[src/rtl/vga_pkg.sv]
// rtl/vga_pkg.sv - timing types, mode presets and helpers for the VGA raster generator
package vga_pkg;

    typedef struct packed {
        int unsigned visible;
        int unsigned front;
        int unsigned sync;
        int unsigned back;
    } vga_timing_t;

    typedef struct packed {
        vga_timing_t h;
        vga_timing_t v;
    } vga_mode_t;

    localparam vga_mode_t VGA_640x480_60 = '{h: '{640, 16, 96, 48}, v: '{480, 10, 2, 33}};
    localparam vga_mode_t VGA_800x600_60 = '{h: '{800, 40, 128, 88}, v: '{600, 1, 4, 23}};

    function automatic int unsigned total(input vga_timing_t t);
        return t.visible + t.front + t.sync + t.back;
    endfunction

endpackage

[src/rtl/vga_timing_gen_if.sv]
// rtl/vga_timing_gen_if.sv - raster timing bundle from the generator to the pixel pipeline
interface vga_timing_gen_if #(
    parameter int HW = 10,
    parameter int VW = 10
);
    logic          pix_ce;
    logic [HW-1:0] hcount;
    logic [VW-1:0] vcount;
    logic          rd_visible;
    logic          line_start;
    logic          frame_start;
    logic          hsync;
    logic          vsync;
    logic          vga_visible;

    modport master (
        output pix_ce, hcount, vcount, rd_visible, line_start, frame_start,
               hsync, vsync, vga_visible
    );

    modport slave (
        input pix_ce, hcount, vcount, rd_visible, line_start, frame_start,
              hsync, vsync, vga_visible
    );
endinterface

[src/rtl/pix_ce_div.sv]
// rtl/pix_ce_div.sv - one-clk-wide clock-enable every DIV clocks, first pulse DIV clocks after clr drops
module pix_ce_div #(
    parameter int DIV = 4
) (
    input  logic clk,
    input  logic rst_n,
    input  logic clr,
    output logic ce
);
    localparam int CW = (DIV > 1) ? $clog2(DIV) : 1;
    localparam logic [CW-1:0] LAST = CW'(DIV - 1);

    logic [CW-1:0] cnt;

    always_ff @(posedge clk or negedge rst_n) begin
        if (!rst_n) begin
            cnt <= '0;
            ce  <= 1'b0;
        end else if (clr) begin
            cnt <= '0;
            ce  <= 1'b0;
        end else begin
            ce  <= (cnt == LAST);
            cnt <= (cnt == LAST) ? '0 : cnt + 1'b1;
        end
    end
endmodule

[src/rtl/vga_timing_gen.sv]
// rtl/vga_timing_gen.sv - parametrised VGA raster timing on the system clock with a pixel clock-enable
module vga_timing_gen
    import vga_pkg::*;
#(
    parameter int unsigned CLK_FREQ   = 100_000_000,
    parameter int unsigned PIX_FREQ   = 25_000_000,
    parameter int unsigned H_VISIBLE  = 640,
    parameter int unsigned H_FRONT    = 16,
    parameter int unsigned H_SYNC     = 96,
    parameter int unsigned H_BACK     = 48,
    parameter int unsigned V_VISIBLE  = 480,
    parameter int unsigned V_FRONT    = 10,
    parameter int unsigned V_SYNC     = 2,
    parameter int unsigned V_BACK     = 33,
    parameter bit          HS_POL     = 1'b0,
    parameter bit          VS_POL     = 1'b0,
    parameter int unsigned PIPE_DELAY = 2
) (
    input  logic               clk,
    input  logic               rst_n,
    input  logic               en,
    vga_timing_gen_if.master   vif
);
    localparam vga_timing_t H_TIM = '{visible: H_VISIBLE, front: H_FRONT, sync: H_SYNC, back: H_BACK};
    localparam vga_timing_t V_TIM = '{visible: V_VISIBLE, front: V_FRONT, sync: V_SYNC, back: V_BACK};
    localparam int unsigned H_TOTAL = total(H_TIM);
    localparam int unsigned V_TOTAL = total(V_TIM);
    localparam int HW  = $clog2(H_TOTAL);
    localparam int VW  = $clog2(V_TOTAL);
    localparam int unsigned DIV = CLK_FREQ / PIX_FREQ;

    localparam logic [HW-1:0] H_LAST     = HW'(H_TOTAL - 1);
    localparam logic [VW-1:0] V_LAST     = VW'(V_TOTAL - 1);
    localparam logic [HW-1:0] H_VIS_END  = HW'(H_VISIBLE);
    localparam logic [VW-1:0] V_VIS_END  = VW'(V_VISIBLE);
    localparam logic [HW-1:0] HS_FIRST   = HW'(H_VISIBLE + H_FRONT);
    localparam logic [HW-1:0] HS_LAST    = HW'(H_VISIBLE + H_FRONT + H_SYNC - 1);
    localparam logic [VW-1:0] VS_FIRST   = VW'(V_VISIBLE + V_FRONT);
    localparam logic [VW-1:0] VS_LAST    = VW'(V_VISIBLE + V_FRONT + V_SYNC - 1);

    if (DIV < 1 || (CLK_FREQ % PIX_FREQ) != 0) begin : g_bad_div
        $fatal(1, "vga_timing_gen: CLK_FREQ/PIX_FREQ must be an integer >= 1");
    end
    if (PIPE_DELAY < 1) begin : g_bad_delay
        $fatal(1, "vga_timing_gen: PIPE_DELAY must be >= 1");
    end

    logic          running;
    logic          hold;
    logic          pix_ce;
    logic [HW-1:0] hcount;
    logic [VW-1:0] vcount;
    logic          vis0;
    logic          hs0;
    logic          vs0;
    logic [PIPE_DELAY-1:0][2:0] dly;

    always_ff @(posedge clk or negedge rst_n) begin
        if (!rst_n) running <= 1'b0;
        else        running <= en;
    end

    // Clearing on en as well as running makes a drop of en take effect on the
    // same edge that running falls, so no output lingers for a cycle.
    assign hold = !(en && running);

    pix_ce_div #(.DIV(DIV)) u_div (
        .clk   (clk),
        .rst_n (rst_n),
        .clr   (hold),
        .ce    (pix_ce)
    );

    always_ff @(posedge clk or negedge rst_n) begin
        if (!rst_n) begin
            hcount <= '0;
            vcount <= '0;
        end else if (hold) begin
            hcount <= '0;
            vcount <= '0;
        end else if (pix_ce) begin
            if (hcount == H_LAST) begin
                hcount <= '0;
                vcount <= (vcount == V_LAST) ? '0 : vcount + 1'b1;
            end else begin
                hcount <= hcount + 1'b1;
            end
        end
    end

    assign vis0 = running && (hcount < H_VIS_END) && (vcount < V_VIS_END);
    assign hs0  = running && (hcount >= HS_FIRST) && (hcount <= HS_LAST);
    assign vs0  = running && (vcount >= VS_FIRST) && (vcount <= VS_LAST);

    // Matches framebuffer read latency: stage PIPE_DELAY-1 carries the decode
    // of the pixel issued PIPE_DELAY ticks earlier.
    always_ff @(posedge clk or negedge rst_n) begin
        if (!rst_n) begin
            dly <= '0;
        end else if (hold) begin
            dly <= '0;
        end else if (pix_ce) begin
            for (int i = PIPE_DELAY - 1; i > 0; i--) dly[i] <= dly[i-1];
            dly[0] <= {hs0, vs0, vis0};
        end
    end

    assign vif.pix_ce      = pix_ce;
    assign vif.hcount      = hcount;
    assign vif.vcount      = vcount;
    assign vif.rd_visible  = vis0;
    assign vif.line_start  = pix_ce && (hcount == '0);
    assign vif.frame_start = pix_ce && (hcount == '0) && (vcount == '0);
    assign vif.hsync       = dly[PIPE_DELAY-1][2] ? HS_POL : ~HS_POL;
    assign vif.vsync       = dly[PIPE_DELAY-1][1] ? VS_POL : ~VS_POL;
    assign vif.vga_visible = dly[PIPE_DELAY-1][0];
endmodule

[src/flat_wrapper.sv]
// flat-port wrapper written by rule: the top's interface ports become plain ports
module vga_timing_gen_flat import vga_pkg::*;
#(
    parameter int unsigned CLK_FREQ   = 100_000_000,
    parameter int unsigned PIX_FREQ   = 25_000_000,
    parameter int unsigned H_VISIBLE  = 640,
    parameter int unsigned H_FRONT    = 16,
    parameter int unsigned H_SYNC     = 96,
    parameter int unsigned H_BACK     = 48,
    parameter int unsigned V_VISIBLE  = 480,
    parameter int unsigned V_FRONT    = 10,
    parameter int unsigned V_SYNC     = 2,
    parameter int unsigned V_BACK     = 33,
    parameter bit          HS_POL     = 1'b0,
    parameter bit          VS_POL     = 1'b0,
    parameter int unsigned PIPE_DELAY = 2
)
  (clk, rst_n, en, vif_pix_ce, vif_hcount, vif_vcount, vif_rd_visible, vif_line_start, vif_frame_start, vif_hsync, vif_vsync, vif_vga_visible);
  vga_timing_gen_if vif_i ();
  input  logic clk;
  input  logic rst_n;
  input  logic en;
  output wire logic [$bits(vif_i.pix_ce)-1:0] vif_pix_ce;
  output wire logic [$bits(vif_i.hcount)-1:0] vif_hcount;
  output wire logic [$bits(vif_i.vcount)-1:0] vif_vcount;
  output wire logic [$bits(vif_i.rd_visible)-1:0] vif_rd_visible;
  output wire logic [$bits(vif_i.line_start)-1:0] vif_line_start;
  output wire logic [$bits(vif_i.frame_start)-1:0] vif_frame_start;
  output wire logic [$bits(vif_i.hsync)-1:0] vif_hsync;
  output wire logic [$bits(vif_i.vsync)-1:0] vif_vsync;
  output wire logic [$bits(vif_i.vga_visible)-1:0] vif_vga_visible;
  assign vif_pix_ce = vif_i.pix_ce;
  assign vif_hcount = vif_i.hcount;
  assign vif_vcount = vif_i.vcount;
  assign vif_rd_visible = vif_i.rd_visible;
  assign vif_line_start = vif_i.line_start;
  assign vif_frame_start = vif_i.frame_start;
  assign vif_hsync = vif_i.hsync;
  assign vif_vsync = vif_i.vsync;
  assign vif_vga_visible = vif_i.vga_visible;
  vga_timing_gen #(.CLK_FREQ(CLK_FREQ), .PIX_FREQ(PIX_FREQ), .H_VISIBLE(H_VISIBLE), .H_FRONT(H_FRONT), .H_SYNC(H_SYNC), .H_BACK(H_BACK), .V_VISIBLE(V_VISIBLE), .V_FRONT(V_FRONT), .V_SYNC(V_SYNC), .V_BACK(V_BACK), .HS_POL(HS_POL), .VS_POL(VS_POL), .PIPE_DELAY(PIPE_DELAY)) u_core (.clk(clk), .rst_n(rst_n), .en(en), .vif(vif_i));
endmodule
[config.mk]
export PLATFORM = sky130hd
export DESIGN_NAME = vga_timing_gen_flat
export DESIGN_NICKNAME = d
export VERILOG_FILES = /design/src/rtl/vga_pkg.sv /design/src/rtl/vga_timing_gen_if.sv /design/src/rtl/pix_ce_div.sv /design/src/rtl/vga_timing_gen.sv /design/src/flat_wrapper.sv
export SDC_FILE = /design/constraint.sdc
export NUM_CORES = 1
export LEC_CHECK = 0
export CORE_AREA = 2 2 64 66
export CTS_BUF_LIST = sky130_fd_sc_hd__clkbuf_4 sky130_fd_sc_hd__clkbuf_8
export CTS_CLUSTER_SIZE = 8
export DETAILED_ROUTE_END_ITERATION = 7
export DIE_AREA = 0 0 66 68
export GPL_ROUTABILITY_DRIVEN = 0
export PLACE_DENSITY = 0.76
export SYNTH_ARGS = -nofsm -noshare
export SYNTH_HDL_FRONTEND = slang
export SYNTH_SLANG_ARGS = --single-unit
[constraint.sdc]
create_clock -name clk -period 5.1 [get_ports clk]
set_clock_uncertainty 0.1 [all_clocks]
set_input_delay 1.275 -clock clk [delete_from_list [all_inputs] [get_ports clk]]
set_output_delay 1.275 -clock clk [all_outputs]
set_load 0.02 [all_outputs]
==> results.yml <==
worst_hold_path:
  worst_hold_path_type: "reg2reg"
  holdCritStartpoint: "u_core.u_div.cnt[0]"
route:
  vias_post_dr: 1371
  post-route-drc-count: 0
  highest-signal-layer: "met4"
  detail-route-antenna-nets: 0
  met2WireLength_um: 1540
  met1Wirelength_um: 1740
  wl_um: 3540
  drt-pass1-iter-count: 4
  dr_wl_met3_um: 196
  first_iter_violations: 81
  routedWlPerCell_um: 14.1
  viasPerCell: 5.48
global_routing:
  global_route_wire_length_before_repair_um: 5850
  grt_max_degree: 31
  grt_pass1_vias: 1278
  grt_util_all_layers_pct: 17.2
  globalRouteOverflowTotal: 0
  grt_antenna_before_repair: 0
timing:
  period_needed_ns: 3.72
  grt_setup_unrepaired: "no"
  setup_viol_count_final: 0
  drv_slew: 0
  hold_worst_slack_ns: 0.351
  least_margin_pin_slew_ns: 0.489
  timing.final.crit_share_pct: 72.8
  timing.slew.headroom_pct: 67.2
  setup-tns-final_ns: 0
  timing.fmax_mhz: 269
  final-hold-violation-count: 0
synthesis:
  post_synth_and_or_nand_nor_area_fraction_pct: 26.4
  yosys.cell_types.count: 36
  synth-edff-count: 0
  syn_nets: 178
  synth_area_um2: 1640
  cells_after_synth: 169
  mux_share_of_post_synthesis_cell_area_pct: 4.43
  post_synthesis_share_of_cell_area_spent_on_xor_and_xnor_gates_pct: 2.67
  post_synth.cell_area_avg_um2: 9.70
  postSynthRegisterBits: 30
  synth_fa_ha_area_share_pct: 4.58
  synth-main-ff-cell: "sky130_fd_sc_hd__dfrtp_1"
  synth_top_family_by_area: "simple AND/OR/NAND/NOR gates"
  synth_compound_area_share_pct: 13.0
  synth-async-reset-ratio_pct: 100
  seq_area_frac_synth_pct: 45.8
  synthesis.yosys.warnings: 0
cts:
  clk_pin_slew_ns: 0.06
  post_cts_hold_buffer_count: 0
  cts_inserted_buffers: 5
  cts_resized: 0
  htreeDepth: 2
  tritoncts_num_sinks: 30
  clockBufferDepth: 2
  cell_at_the_root_of_the_clock_tree: "sky130_fd_sc_hd__clkbuf_8"
  cts_tree: "done"
  clock_insertion_delay_worst_skew_ns: 0.28
  post_cts_setup_buffer_count: 0
floorplan:
  die_x_um: 66
  rows: 23
  die_height_um: 68
  design.die.area_um2: 4490
  area_of_the_placeable_core_um2: 3860
  floorplan.io_pins: 30
  start_util_pct: 42.5
finish:
  mostFrequentLayoutCell: "sky130_fd_sc_hd__dfrtp_1"
  final_layout_size_suffix_gt1_share_pct: 6.00
  most_frequent_cells_in_the_layout: "sky130_fd_sc_hd__dfrtp_1, sky130_fd_sc_hd__clkdlybuf4s50_1, sky130_fd_sc_hd__nor2_1"
  fillers: 370
  final_area_um2: 2060
  antennaDiodeCount: 0
  layoutNonFillerInstCount: 250
  fin_nets: 210
  layout-area-overhead-vs-synth_pct: 25.7
placement:
  post_dp_cell_area_um2: 1980
  dp_cells: 244
  place.port_buffers: 29
  dpl.hpwl_um: 2490
critical_path:
  timing.critical_path.to: "vif_frame_start"
  worstPathArrival_ns: 2.34
  r2r.worst_path.cells: 4
  crit_path_end_kind: "primary output"
  timing.critical_path.slowest_cell_delay_ns: 0.63
  slowest_stage_cell_crit_path: "sky130_fd_sc_hd__dfrtp_1"
  worst_reg2reg_endpoint: "u_core.vif.vcount[6]"
  setup_slack_on_the_worst_flop_to_flop_path_ns: 2.95
  timing.critical_path.cells: "nor4b_4 -> and4b_1 -> and3_1 -> clkdlybuf4s50_1"
  worst_setup_path_start_kind: "register"
  setup.worst_path.class: "reg2out"
  critPathLaunch: "u_core.u_div.ce"
  critical_path_required_ns: 3.72
  timing.rr.start: "u_core.u_div.ce"
  critical_path.max_fanout: 13
outcome:
  run_status: "finished clean"
job:
  timing.max_cap.violations: 0
power_and_ir_drop:
  power_density_nw_per_um2: 221
  p_leak_nw: 0.827
  peakVddDrop_mv: 0.125
[logic make-up after synthesis]
| group | Yosys count |
|---|---|
| AO/OA/AOI/OAI | 32 |
| XOR/XNOR | 5 |
| adder cells (fa/ha/maj) | 6 |
| buffers and inverters | 13 |
| flip-flops | 30 |
| multiplexers | 7 |
| AND/OR/NAND/NOR | 76 |
[power breakdown]
group / switching [W] / internal (W) / leakage [nW] / total [W]
logic: 0.0000181 / 0.0000102 / 0.369 / 0.0000283
clock network: 0.0000805 / 0.000104 / 0.0431 / 0.000184
registers: 0.00000264 / 0.000240 / 0.415 / 0.000243
total: 0.000101 / 0.000354 / 0.827 / 0.000456
[worst min path at each step]
stage | endpoint | slack [ns] | cells past startpoint
global route | u_core.u_div.cnt[0] | 0.38 | 1
CTS | u_core.u_div.cnt[0] | 0.35 | 1
finish | u_core.u_div.cnt[0] | 0.35 | 1
global placement | u_core.u_div.cnt[0] | 0.33 | 1
detailed placement | u_core.u_div.cnt[0] | 0.33 | 1
floorplan | u_core.u_div.cnt[0] | 0.31 | 1
[through the flow]
step           power [W]  util (%)  worst slack (ns)
2_1_floorplan   0.000262         -              2.14
3_3_place_gp    0.000276      51.3              1.75
3_5_place_dp    0.000276      51.3              1.69
4_1_cts         0.000461      53.4              1.39
5_1_grt         0.000475      53.4              1.28
6_report        0.000456      53.4              1.38
[layout make-up]
cell class	count	area (µm²)	share of cell area [%]
repair buffers	30	298	14.5
multi-input cells	126	837	40.6
flip-flops and latches	30	751	36.4
well taps	50	62.6	3.04
inverters	8	30.0	1.46
clock buffers	6	82.6	4.01
[cells in the mapped netlist, drive strengths merged (4+ instances only)]
cell type | n | area, µm²
nand3 | 8 | 40.0
inv | 8 | 30.0
nor3 | 4 | 20.0
o31ai | 4 | 30.0
o21ai | 7 | 35.0
nor2 | 15 | 56.3
a31oi | 4 | 40.0
nand2 | 10 | 37.5
nand4 | 6 | 37.5
and3 | 10 | 62.6
a21oi | 10 | 50.1
or4 | 4 | 30.0
xor2 | 5 | 43.8
dfrtp | 30 | 751
mux2i | 5 | 50.1
ha | 6 | 75.1
[critical path, delay by kind of cell, from the launching register on]
kind | cells | cell delay, ns
AND/OR/NAND/NOR | 3 | 0.84
buffers and inverters | 1 | 0.60
flip-flops | 1 | 0.63
[state kept, by name (all words and copies together), names as in the netlist]
name                    flops
u_core.vif.vga_visible      1
u_core.running              1
u_core.u_div.cnt            2
u_core.dly                  5
u_core.vif.hcount          10
u_core.vif.vcount          10
u_core.u_div.ce             1
[metal layers]
| layer | GRT usage (%) | up-vias |
|---|---|---|
| met2 | 26.6 | 36 |
| li1 | - | 681 |
| met1 | 22.9 | 648 |
| met3 | 5.26 | 6 |
| met5 | 0 | - |
| met4 | 6.12 | 0 |
(Power assumes the default switching activity.)
